--- src/rtl/ahb_pkg.sv ---
// Shared AHB definitions for the bus-ownership controller: transfer/burst
// encodings, controller state type and small constant helpers.
package ahb_pkg;

   localparam logic [1:0] HTRANS_IDLE   = 2'd0;
   localparam logic [1:0] HTRANS_BUSY   = 2'd1;
   localparam logic [1:0] HTRANS_NONSEQ = 2'd2;
   localparam logic [1:0] HTRANS_SEQ    = 2'd3;

   localparam logic [2:0] HBURST_SINGLE = 3'd0;
   localparam logic [2:0] HBURST_INCR   = 3'd1;
   localparam logic [2:0] HBURST_WRAP4  = 3'd2;
   localparam logic [2:0] HBURST_INCR4  = 3'd3;
   localparam logic [2:0] HBURST_WRAP8  = 3'd4;
   localparam logic [2:0] HBURST_INCR8  = 3'd5;
   localparam logic [2:0] HBURST_WRAP16 = 3'd6;
   localparam logic [2:0] HBURST_INCR16 = 3'd7;

   // Beat counter width: large enough to hold the longest fixed burst (16).
   localparam int BEAT_W = 5;

   typedef enum logic [1:0] {
      PARK = 2'd0,   // default master parked, nobody owns the bus
      OWN  = 2'd1,   // a requesting master owns the bus, unlocked
      LOCK = 2'd2    // owner runs a locked sequence, arbiter sees only it
   } grant_state_e;

   // Number of beats in a fixed-length burst; 0 for undefined-length INCR.
   function automatic logic [BEAT_W-1:0] burst_len(input logic [2:0] hburst);
      logic [BEAT_W-1:0] len;
      case (hburst)
         HBURST_SINGLE:               len = 5'd1;
         HBURST_INCR:                 len = 5'd0;
         HBURST_WRAP4,  HBURST_INCR4:  len = 5'd4;
         HBURST_WRAP8,  HBURST_INCR8:  len = 5'd8;
         HBURST_WRAP16, HBURST_INCR16: len = 5'd16;
         default:                     len = 5'd0;
      endcase
      return len;
   endfunction

   // Ceiling log2, never less than 1 so index vectors stay non-empty.
   function automatic int clog2(input int value);
      int r;
      r = 0;
      for (int i = 0; i < 31; i++) begin
         if ((1 << i) < value) r = i + 1;
      end
      return (r < 1) ? 1 : r;
   endfunction

endpackage

--- src/rtl/ahb_grant_ctrl_if.sv ---
// Master-side request lines and controller-driven ownership signals.
// The controller uses the slave modport; the masters/bench use master.
interface ahb_grant_ctrl_if #(
   parameter int NUM_MST = 5,
   parameter int IDW     = ahb_pkg::clog2(NUM_MST)
);
   logic [NUM_MST-1:0] hbusreq;
   logic [NUM_MST-1:0] hlock;
   logic [1:0]         htrans;
   logic [2:0]         hburst;
   logic               hready;
   logic [NUM_MST-1:0] hgrant;
   logic [IDW-1:0]     hmaster;
   logic [IDW-1:0]     hmaster_d;
   logic               hmastlock;

   modport slave (
      input  hbusreq, hlock, htrans, hburst, hready,
      output hgrant, hmaster, hmaster_d, hmastlock
   );

   modport master (
      output hbusreq, hlock, htrans, hburst, hready,
      input  hgrant, hmaster, hmaster_d, hmastlock
   );
endinterface

--- src/rtl/ahb_grant_ctrl_arbiter.sv ---
// Combinational fixed-priority arbiter, req[0] highest priority.
// pre_id msb set means no request; low bits are the winner index.
module arbiter #(
   parameter int WIDTH = 5,
   parameter int BITW  = 3
) (
   input  logic [WIDTH-1:0] req,
   output logic [BITW:0]    pre_id
);

   // Scan from the lowest priority upward so the lowest set index wins last.
   always_comb begin
      pre_id = {1'b1, {BITW{1'b0}}};
      for (int i = WIDTH - 1; i >= 0; i--) begin
         if (req[i]) pre_id = {1'b0, BITW'(i)};
      end
   end

endmodule

--- src/rtl/ahb_grant_ctrl.sv ---
// AHB bus-ownership controller around a fixed-priority arbiter: masks
// requests during locked sequences, holds grant across fixed bursts, parks
// on the default master and pipelines hmaster/hmaster_d/hmastlock.
module ahb_grant_ctrl
   import ahb_pkg::*;
#(
   parameter int NUM_MST     = 5,
   parameter int IDW         = clog2(NUM_MST),
   parameter int DEFAULT_MST = 0
) (
   input  logic               clk,
   input  logic               rst_n,
   ahb_grant_ctrl_if.slave    bus,
   output logic [NUM_MST-1:0] arb_req,
   output logic [IDW:0]       arb_pre_id
);

   localparam logic [IDW-1:0]     DEF_IDX   = IDW'(DEFAULT_MST);
   localparam logic [NUM_MST-1:0] DEF_GRANT = NUM_MST'(1) << DEFAULT_MST;

   grant_state_e        state_reg, state_next;
   logic [NUM_MST-1:0]  hgrant_reg, hgrant_next;
   logic [IDW-1:0]      grant_idx_reg, grant_idx_next;
   logic [IDW-1:0]      hmaster_reg, hmaster_d_reg;
   logic                hmastlock_reg;
   logic [BEAT_W-1:0]   beat_cnt_reg, beat_cnt_next;
   logic [BEAT_W-1:0]   beat_idx;
   logic [IDW-1:0]      new_grant;
   logic [NUM_MST-1:0]  owner_onehot;
   logic                hp;

   arbiter #(
      .WIDTH (NUM_MST),
      .BITW  (IDW)
   ) u_arbiter (
      .req    (arb_req),
      .pre_id (arb_pre_id)
   );

   // Decode of the current address-phase owner, used as the locked request mask.
   for (genvar gi = 0; gi < NUM_MST; gi++) begin : g_owner
      assign owner_onehot[gi] = (hmaster_reg == IDW'(gi));
   end

   assign new_grant = arb_pre_id[IDW] ? DEF_IDX : arb_pre_id[IDW-1:0];

   // During a locked sequence only the owner is visible to the arbiter.
   always_comb begin
      arb_req = bus.hbusreq;
      if (state_reg == LOCK) arb_req = owner_onehot;
   end

   // Beat tracking and handover-point detection for the current owner's transfer.
   always_comb begin
      beat_idx      = (bus.htrans == HTRANS_NONSEQ) ? 5'd1 : beat_cnt_reg + 5'd1;
      beat_cnt_next = beat_cnt_reg;
      if (bus.hready) begin
         case (bus.htrans)
            HTRANS_IDLE:   beat_cnt_next = '0;
            HTRANS_NONSEQ: beat_cnt_next = 5'd1;
            HTRANS_SEQ:    beat_cnt_next = beat_cnt_reg + 5'd1;
            default:       beat_cnt_next = beat_cnt_reg;
         endcase
      end
      // BUSY never hands over; unfinished fixed bursts keep the grant.
      hp = bus.hready &&
           ((bus.htrans == HTRANS_IDLE) ||
            ((bus.htrans != HTRANS_BUSY) &&
             ((bus.hburst == HBURST_INCR) || (beat_idx == burst_len(bus.hburst)))));
   end

   // Ownership FSM: decides when the grant may move and tracks lock state.
   always_comb begin
      state_next     = state_reg;
      grant_idx_next = grant_idx_reg;
      case (state_reg)
         PARK: begin
            // Parked: follow the arbiter every cycle, even while the bus stalls.
            grant_idx_next = new_grant;
            if (bus.hbusreq[new_grant]) state_next = OWN;
         end
         OWN: begin
            if (hp) grant_idx_next = new_grant;
            if (hp && arb_pre_id[IDW]) begin
               state_next = PARK;
            end else if (bus.hready && bus.hlock[grant_idx_reg] &&
                         (!hp || (new_grant == grant_idx_reg))) begin
               // hmastlock sets this edge for a master that keeps the grant.
               state_next = LOCK;
            end
         end
         LOCK: begin
            // Arbiter only sees the owner, so the grant cannot move here.
            if (hp && !bus.hlock[hmaster_reg])
               state_next = bus.hbusreq[hmaster_reg] ? OWN : PARK;
         end
         default: state_next = PARK;
      endcase
      hgrant_next = NUM_MST'(1) << grant_idx_next;
   end

   // Grant and FSM state registers.
   always_ff @(posedge clk or negedge rst_n) begin
      if (!rst_n) begin
         state_reg     <= PARK;
         grant_idx_reg <= DEF_IDX;
         hgrant_reg    <= DEF_GRANT;
      end else begin
         state_reg     <= state_next;
         grant_idx_reg <= grant_idx_next;
         hgrant_reg    <= hgrant_next;
      end
   end

   // Address->data ownership pipeline, advanced only when the bus is ready.
   always_ff @(posedge clk or negedge rst_n) begin
      if (!rst_n) begin
         hmaster_reg   <= DEF_IDX;
         hmaster_d_reg <= DEF_IDX;
         hmastlock_reg <= 1'b0;
         beat_cnt_reg  <= '0;
      end else begin
         beat_cnt_reg <= beat_cnt_next;
         if (bus.hready) begin
            hmaster_reg   <= grant_idx_reg;
            hmaster_d_reg <= hmaster_reg;
            hmastlock_reg <= bus.hlock[grant_idx_reg];
         end
      end
   end

   assign bus.hgrant    = hgrant_reg;
   assign bus.hmaster   = hmaster_reg;
   assign bus.hmaster_d = hmaster_d_reg;
   assign bus.hmastlock = hmastlock_reg;

endmodule
--- src/flat_wrapper.sv ---
// flat-port wrapper written by rule: the top's interface ports become plain ports
module ahb_grant_ctrl_flat import ahb_pkg::*;
#(
   parameter int NUM_MST     = 5,
   parameter int IDW         = clog2(NUM_MST),
   parameter int DEFAULT_MST = 0
)
  (clk, rst_n, arb_req, arb_pre_id, bus_hbusreq, bus_hlock, bus_htrans, bus_hburst, bus_hready, bus_hgrant, bus_hmaster, bus_hmaster_d, bus_hmastlock);
  ahb_grant_ctrl_if #(.NUM_MST(NUM_MST), .IDW(IDW)) bus_i ();
  input  logic clk;
  input  logic rst_n;
  output logic [NUM_MST-1:0] arb_req;
  output logic [IDW:0] arb_pre_id;
  input wire logic [$bits(bus_i.hbusreq)-1:0] bus_hbusreq;
  input wire logic [$bits(bus_i.hlock)-1:0] bus_hlock;
  input wire logic [$bits(bus_i.htrans)-1:0] bus_htrans;
  input wire logic [$bits(bus_i.hburst)-1:0] bus_hburst;
  input wire logic [$bits(bus_i.hready)-1:0] bus_hready;
  output wire logic [$bits(bus_i.hgrant)-1:0] bus_hgrant;
  output wire logic [$bits(bus_i.hmaster)-1:0] bus_hmaster;
  output wire logic [$bits(bus_i.hmaster_d)-1:0] bus_hmaster_d;
  output wire logic [$bits(bus_i.hmastlock)-1:0] bus_hmastlock;
  assign bus_i.hbusreq = bus_hbusreq;
  assign bus_i.hlock = bus_hlock;
  assign bus_i.htrans = bus_htrans;
  assign bus_i.hburst = bus_hburst;
  assign bus_i.hready = bus_hready;
  assign bus_hgrant = bus_i.hgrant;
  assign bus_hmaster = bus_i.hmaster;
  assign bus_hmaster_d = bus_i.hmaster_d;
  assign bus_hmastlock = bus_i.hmastlock;
  ahb_grant_ctrl #(.NUM_MST(NUM_MST), .IDW(IDW), .DEFAULT_MST(DEFAULT_MST)) u_core (.clk(clk), .rst_n(rst_n), .bus(bus_i), .arb_req(arb_req), .arb_pre_id(arb_pre_id));
endmodule
--- config.mk ---
export PLATFORM = sky130hd
export DESIGN_NAME = ahb_grant_ctrl_flat
export DESIGN_NICKNAME = d
export VERILOG_FILES = /design/src/rtl/ahb_pkg.sv /design/src/rtl/ahb_grant_ctrl_if.sv /design/src/rtl/ahb_grant_ctrl_arbiter.sv /design/src/rtl/ahb_grant_ctrl.sv /design/src/flat_wrapper.sv
export SDC_FILE = /design/constraint.sdc
export NUM_CORES = 1
export LEC_CHECK = 0
export ABC_AREA = 0
export CORE_ASPECT_RATIO = 1.2
export CORE_MARGIN = 8
export CORE_UTILIZATION = 25
export CTS_CLUSTER_SIZE = 10
export DETAILED_ROUTE_END_ITERATION = 16
export GPL_ROUTABILITY_DRIVEN = 0
export RECOVER_POWER = 100
export SKIP_LAST_GASP = 1
export SYNTH_ARGS = -nofsm -noshare
export SYNTH_HDL_FRONTEND = slang
export SYNTH_SLANG_ARGS = --single-unit
--- constraint.sdc ---
create_clock -name clk -period 5.5 [get_ports clk]
set_clock_uncertainty 0.1 [all_clocks]
set_input_delay 0.825 -clock clk [delete_from_list [all_inputs] [get_ports clk]]
set_output_delay 0.825 -clock clk [all_outputs]
set_load 0.05 [all_outputs]
# Yosys cells after proc, flatten, opt, wreduce, memory -nomap -nowiden

Memories as Yosys holds them, arrays and structs flattened.
Cells that the tools add are included.

Logic and storage cells: 70
Input port bits: 18
Bits in read-only memories: 32
Memories kept: 1
Bits in registers: 22

Memories:

| name            | words | bits a word | rd ports | clocked after Yosys merged registers in | write ports | line          | RTL |
|---|---|---|---|---|---|---|---|
| (no name shown) | 8     | 4           | 1        | 0                                       | 0           | ahb_pkg.sv:31 | `case (hburst)` |

Add/sub/neg operators: 1
Reductions and logical operators: 17
Equality and inequality tests: 15
Shift-type cells: 1
Muxes and demuxes: 25
Magnitude comparators: 3

Operators by type and width:

| kind                                                                 | number |
|---|---|
| 4-bit two-way mux                                                    | 5 |
| 5-bit case mux with 3 select lines                                   | 1 |
| 1-bit binary-select mux with 3-bit select                            | 4 |
| 3-bit by 4-bit < comparator with 1-bit output, second input constant | 3 |
| 5-bit two-way mux                                                    | 2 |
| 2-bit two-way mux                                                    | 4 |
| 2-bit == test, second input constant                                 | 3 |
| 3-bit by 1-bit == test with 1-bit output, second input constant      | 2 |
| 3-bit by 2-bit == test with 1-bit output, second input constant      | 2 |
| 1-bit logical AND                                                    | 6 |
| 3-bit two-way mux                                                    | 2 |
| 2-bit case mux with 3 select lines                                   | 1 |
| 3-bit case mux with 2 select lines                                   | 1 |
| 5-bit by 1-bit adder with 5-bit output, second input constant        | 1 |
| 5-bit == test                                                        | 1 |
| 1-bit two-way mux                                                    | 5 |
| 1-bit by 3-bit left shift with 5-bit output, first input constant    | 1 |
| 2-bit logical NOT                                                    | 2 |
| 2-bit by 1-bit != test with 1-bit output, second input constant      | 2 |
| 3-bit == test                                                        | 1 |
| 3-bit == test, second input constant                                 | 1 |
| 3-bit logical NOT                                                    | 1 |
| 1-bit logical OR                                                     | 3 |
| 3-bit by 1-bit != test with 1-bit output, second input constant      | 1 |
| other kinds (6)                                                      | 7 |

# Depth between registers and ports, before layout

Depth in word-level cells: 14
Gate-level depth with buffers: 9
Gate-level depth less buffers: 7

# Modules after synthesis

Synthesis repeated with hierarchy kept, for this count alone.

Cells, all modules: 185
Area total of the unflattened synthesis: 1592.8 um2

Modules (own cells, without submodules):

| module         | area each (um2) | cells each | instances |
|---|---|---|---|
| ahb_grant_ctrl | 1544.0          | 177        | 1 |
| arbiter        | 48.8            | 8          | 1 |

# Worst setup path after synthesis

OpenSTA, ideal clock, no wires.

Kind: flip-flop to output port
From: reg u_core.hmaster_reg[0] (netlist: u_core.bus.hmaster[0])
To: out arb_req[1]
Arrival time: 2.255 ns
Setup slack: 2.320 ns
Stages on the path, launching flop included: 4
Data required time: 4.575 ns
Path buffers: 1
Path through: dfrtp_1 clkbuf_1 nand4bb_1 o21ai_0

Longest elaborated chain between the ends: 2

Ends and longest elaborated chain:

| element                                  | line                  | RTL |
|---|---|---|
| start: declaration                       | ahb_grant_ctrl.sv:24  | `logic [IDW-1:0] hmaster_reg, hmaster_d_reg;` |
| start signal: assignment                 | ahb_grant_ctrl.sv:125 | `hmaster_reg <= grant_idx_reg;` |
| 3-bit by 1-bit == test with 1-bit output | ahb_grant_ctrl.sv:42  | `assign owner_onehot[gi] = (hmaster_reg == IDW'(gi));` |
| 5-bit two-way mux                        | ahb_grant_ctrl.sv:50  | `if (state_reg == LOCK) arb_req = owner_onehot;` |
| end: declaration                         | flat_wrapper.sv:12    | `output logic [NUM_MST-1:0] arb_req;` |

No other way between the ends.

# Final worst setup path

From: in bus_hready
To: reg u_core.grant_idx_reg[1]

Longest elaborated chain between the ends: 3

Ends and longest elaborated chain:

| element                            | line                  | RTL |
|---|---|---|
| start: declaration                 | flat_wrapper.sv:18    | `input wire logic [$bits(bus_i.hready)-1:0] bus_hready;` |
| 1-bit logical AND                  | ahb_grant_ctrl.sv:66  | `hp = bus.hready &&` |
| 3-bit two-way mux                  | ahb_grant_ctrl.sv:83  | `if (hp) grant_idx_next = new_grant;` |
| 3-bit case mux with 2 select lines | ahb_grant_ctrl.sv:76  | `case (state_reg)` |
| via u_core.grant_idx_next[1]       | ahb_grant_ctrl.sv:23  | `logic [IDW-1:0] grant_idx_reg, grant_idx_next;` |
| end signal: assignment             | ahb_grant_ctrl.sv:110 | `grant_idx_reg <= grant_idx_next;` |
| end: declaration                   | ahb_grant_ctrl.sv:23  |  |

The timed path passes the listed nets, and every way through them passes these cells.
A chain may end at the register's enable or synchronous reset.

==> results.ini <==
[critical_path]
path_cells=dlygate4sd3_1, clkinvlp_2, a2111o_1, a211oi_1, o21ai_0, mux2_4
ff2ff_path_depth=7
critPathMaxFanout=18
critical_path.endpoint_type=flop
crit_arrival_ps=4250
max_stage_delay_ps=980
required_ps=5540
startpoint_type=input port
critPathSlowestCell=dlygate4sd3_1
worst-setup-path-type=in2reg

[finish]
layout-drive-gt1-share_pct=12.0
fin_nets=254
layout_common_cells=dlygate4sd3_1 (23), dfrtp_1 (21), nand2_1 (17)
syn2layout_area_growth_pct=19.6
multi_input_area_mm2=0.00117
final_area_mm2=0.00231
layout_commonest_cell=dlygate4sd3_1
regArea_um2=552
n_fill_cell=809
diodes=0

[sta]
fin_tns_setup_ps=0
rsz0062_at_grt=no
hold_violations=0
setup_viol=0
slew_violations=1
fin_crit_sh_pct=76.4
fin_crit_ps=4200
maxSlewHeadroom_pct=-0.0375
max_freq_mhz=238
tightest_slew_ps=1480

[die]
die_y_um=112
initial_core_util_pct=25.5
coreArea_mm2=0.00758
std_cell_rows=35
die_width_um=96.2
fp.dieArea_mm2=0.0108
io_pins=39

[detailed_routing]
vias=1705
routed_wl_mm=4.93
dr.pass1.iters=4
via_per_inst=5.23
wl_met2_mm=2.33
wl_met1_mm=2.25
ant_nets=0
met3WireLength_um=286
drt_iter0_drc=110
drc=0
routedWlPerCell_um=15.1
top_layer=met4

[pwr]
leakage_nw=0.970
power.density_mw_per_mm2=421
vdd_drop_max_v=0.000164

[synth]
synth_nets=229
ys.flop_type=dfrtp_1
synthDistinctLibCells=73
syn_area_per_cell_um2=9.19
synth-warning-count=0
ys_seq_elements=22
synth_cells=210
syn_area_mm2=0.00193
async_flop_share_pct=100
yosysTopAreaCell=dfrtp_1
synthTopCellsByArea=dfrtp_1 (27%), mux2i_1 (4.7%), o21ai_0 (3.6%)
ys_seq_area_share_pct=28.6
synth_edf_count=0
synth_top_area_share_pct=27.2

[clocking]
cts_tree=yes
htreeDepth=1
clk_latency_ps=260
clock-sinks=22
cts_buffers=3
cts-root-buf=clkbuf_8
post_cts_resized=0
cts_buffer_depth=2
clk_pin_slew_worst_paths_ps=80
post_cts_buffers=0
cts_hold_buf=0

[global_routing]
global_route.usage.total_pct=9.22
grt_pass1_wl_mm=8.34
antenna_found_initial=0
grt_pass1_vias=1701
grt_max_degree=23
overflow=0

[placement]
dpl.hpwl_mm=3.71
io_buffer_count=38
placed_area_mm2=0.00229

[min_path]
min_path_type=reg2reg
min_path_cells=1

[run_status]
outcome=finished with violations
violations=capacitance limit, slew limit

[flow_run]
drv_cap=1

==> worst max-delay path: cells and delay by family <==
| family | cells | cell delay, ps |
|---|---|---|
| AOI/OAI and AO/OA | 3 | 1500 |
| buffers and inverters | 2 | 1430 |
| muxes | 1 | 490 |
==> through the flow <==
| stage | total power, mW | cells | util (%) | worst slack, ps | hold slack, ps |
|---|---|---|---|---|---|
| finish | 0.973 | 326 | 30.5 | 1300 | 404 |
| global route | 1.05 | 326 | 30.5 | 991 | 442 |
| CTS | 1.01 | 326 | 30.9 | 1630 | 419 |
| detailed placement | 0.892 | 322 | 30.2 | 1670 | 399 |
| global placement | 0.890 | 322 | 30.2 | 1690 | 409 |
| floorplan | 0.751 | 210 | - | 2320 | 415 |
==> cell usage after synthesis, drive strengths merged (3+ instances only) <==
cell type,number
a211oi,6
clkbuf,6
nand2b,5
nor2,8
or3b,3
and3,4
mux2i,10
xor2,4
inv,7
nand4,3
mux2,11
o21ai,19
nand2,17
nor3,9
a21oi,9
buf,11
dfrtp,21
xnor2,3
nor2b,6
==> per-layer routing <==
| layer | up-vias | global-route usage (%) |
|---|---|---|
| li1 | 818 | - |
| met4 | 0 | 3.49 |
| met2 | 51 | 14.9 |
| met5 | - | 0 |
| met1 | 832 | 12.0 |
| met3 | 4 | 1.07 |
==> logic make-up after synthesis <==
group,count (synthesis),synth area share [%]
AOI/OAI and AO/OA,56,21.6
xor gates and xnor gates,7,3.18
adders and majority gates,1,0.648
buffers and inverters,27,9.47
DFF,22,28.6
muxes,21,13.0
and+or+nand+nor,76,23.5
==> path summary, 6_finish.rpt <==
check                                               end                     from  slack (ps)
worst max-delay path            u_core.grant_idx_reg[1]               bus_hready        1300
worst min-delay path            u_core.bus.hmaster_d[0]  u_core.bus.hmaster_d[0]         400
worst max register to register  u_core.grant_idx_reg[1]   u_core.beat_cnt_reg[0]        2160
worst min register to register  u_core.bus.hmaster_d[0]  u_core.bus.hmaster_d[0]         400
max in group asynchronous         u_core.bus.hmaster[1]                    rst_n        3620
min in group asynchronous       u_core.grant_idx_reg[2]                    rst_n        1080
==> cell type report <==
type | instances | area share [%]
clock buffers | 4 | 2.38
inverters | 9 | 1.52
multi-input cells | 161 | 50.7
flip-flops and latches | 22 | 23.9
well taps | 92 | 4.99
repair buffers | 38 | 16.5
==> power breakdown <==
group / leakage, nW / switching [mW] / internal [mW]
combinational: 0.654 / 0.338 / 0.224
clock: 0.0288 / 0.0528 / 0.0637
sequential: 0.288 / 0.0820 / 0.212
total: 0.970 / 0.473 / 0.500
(Power assumes the default switching activity.)
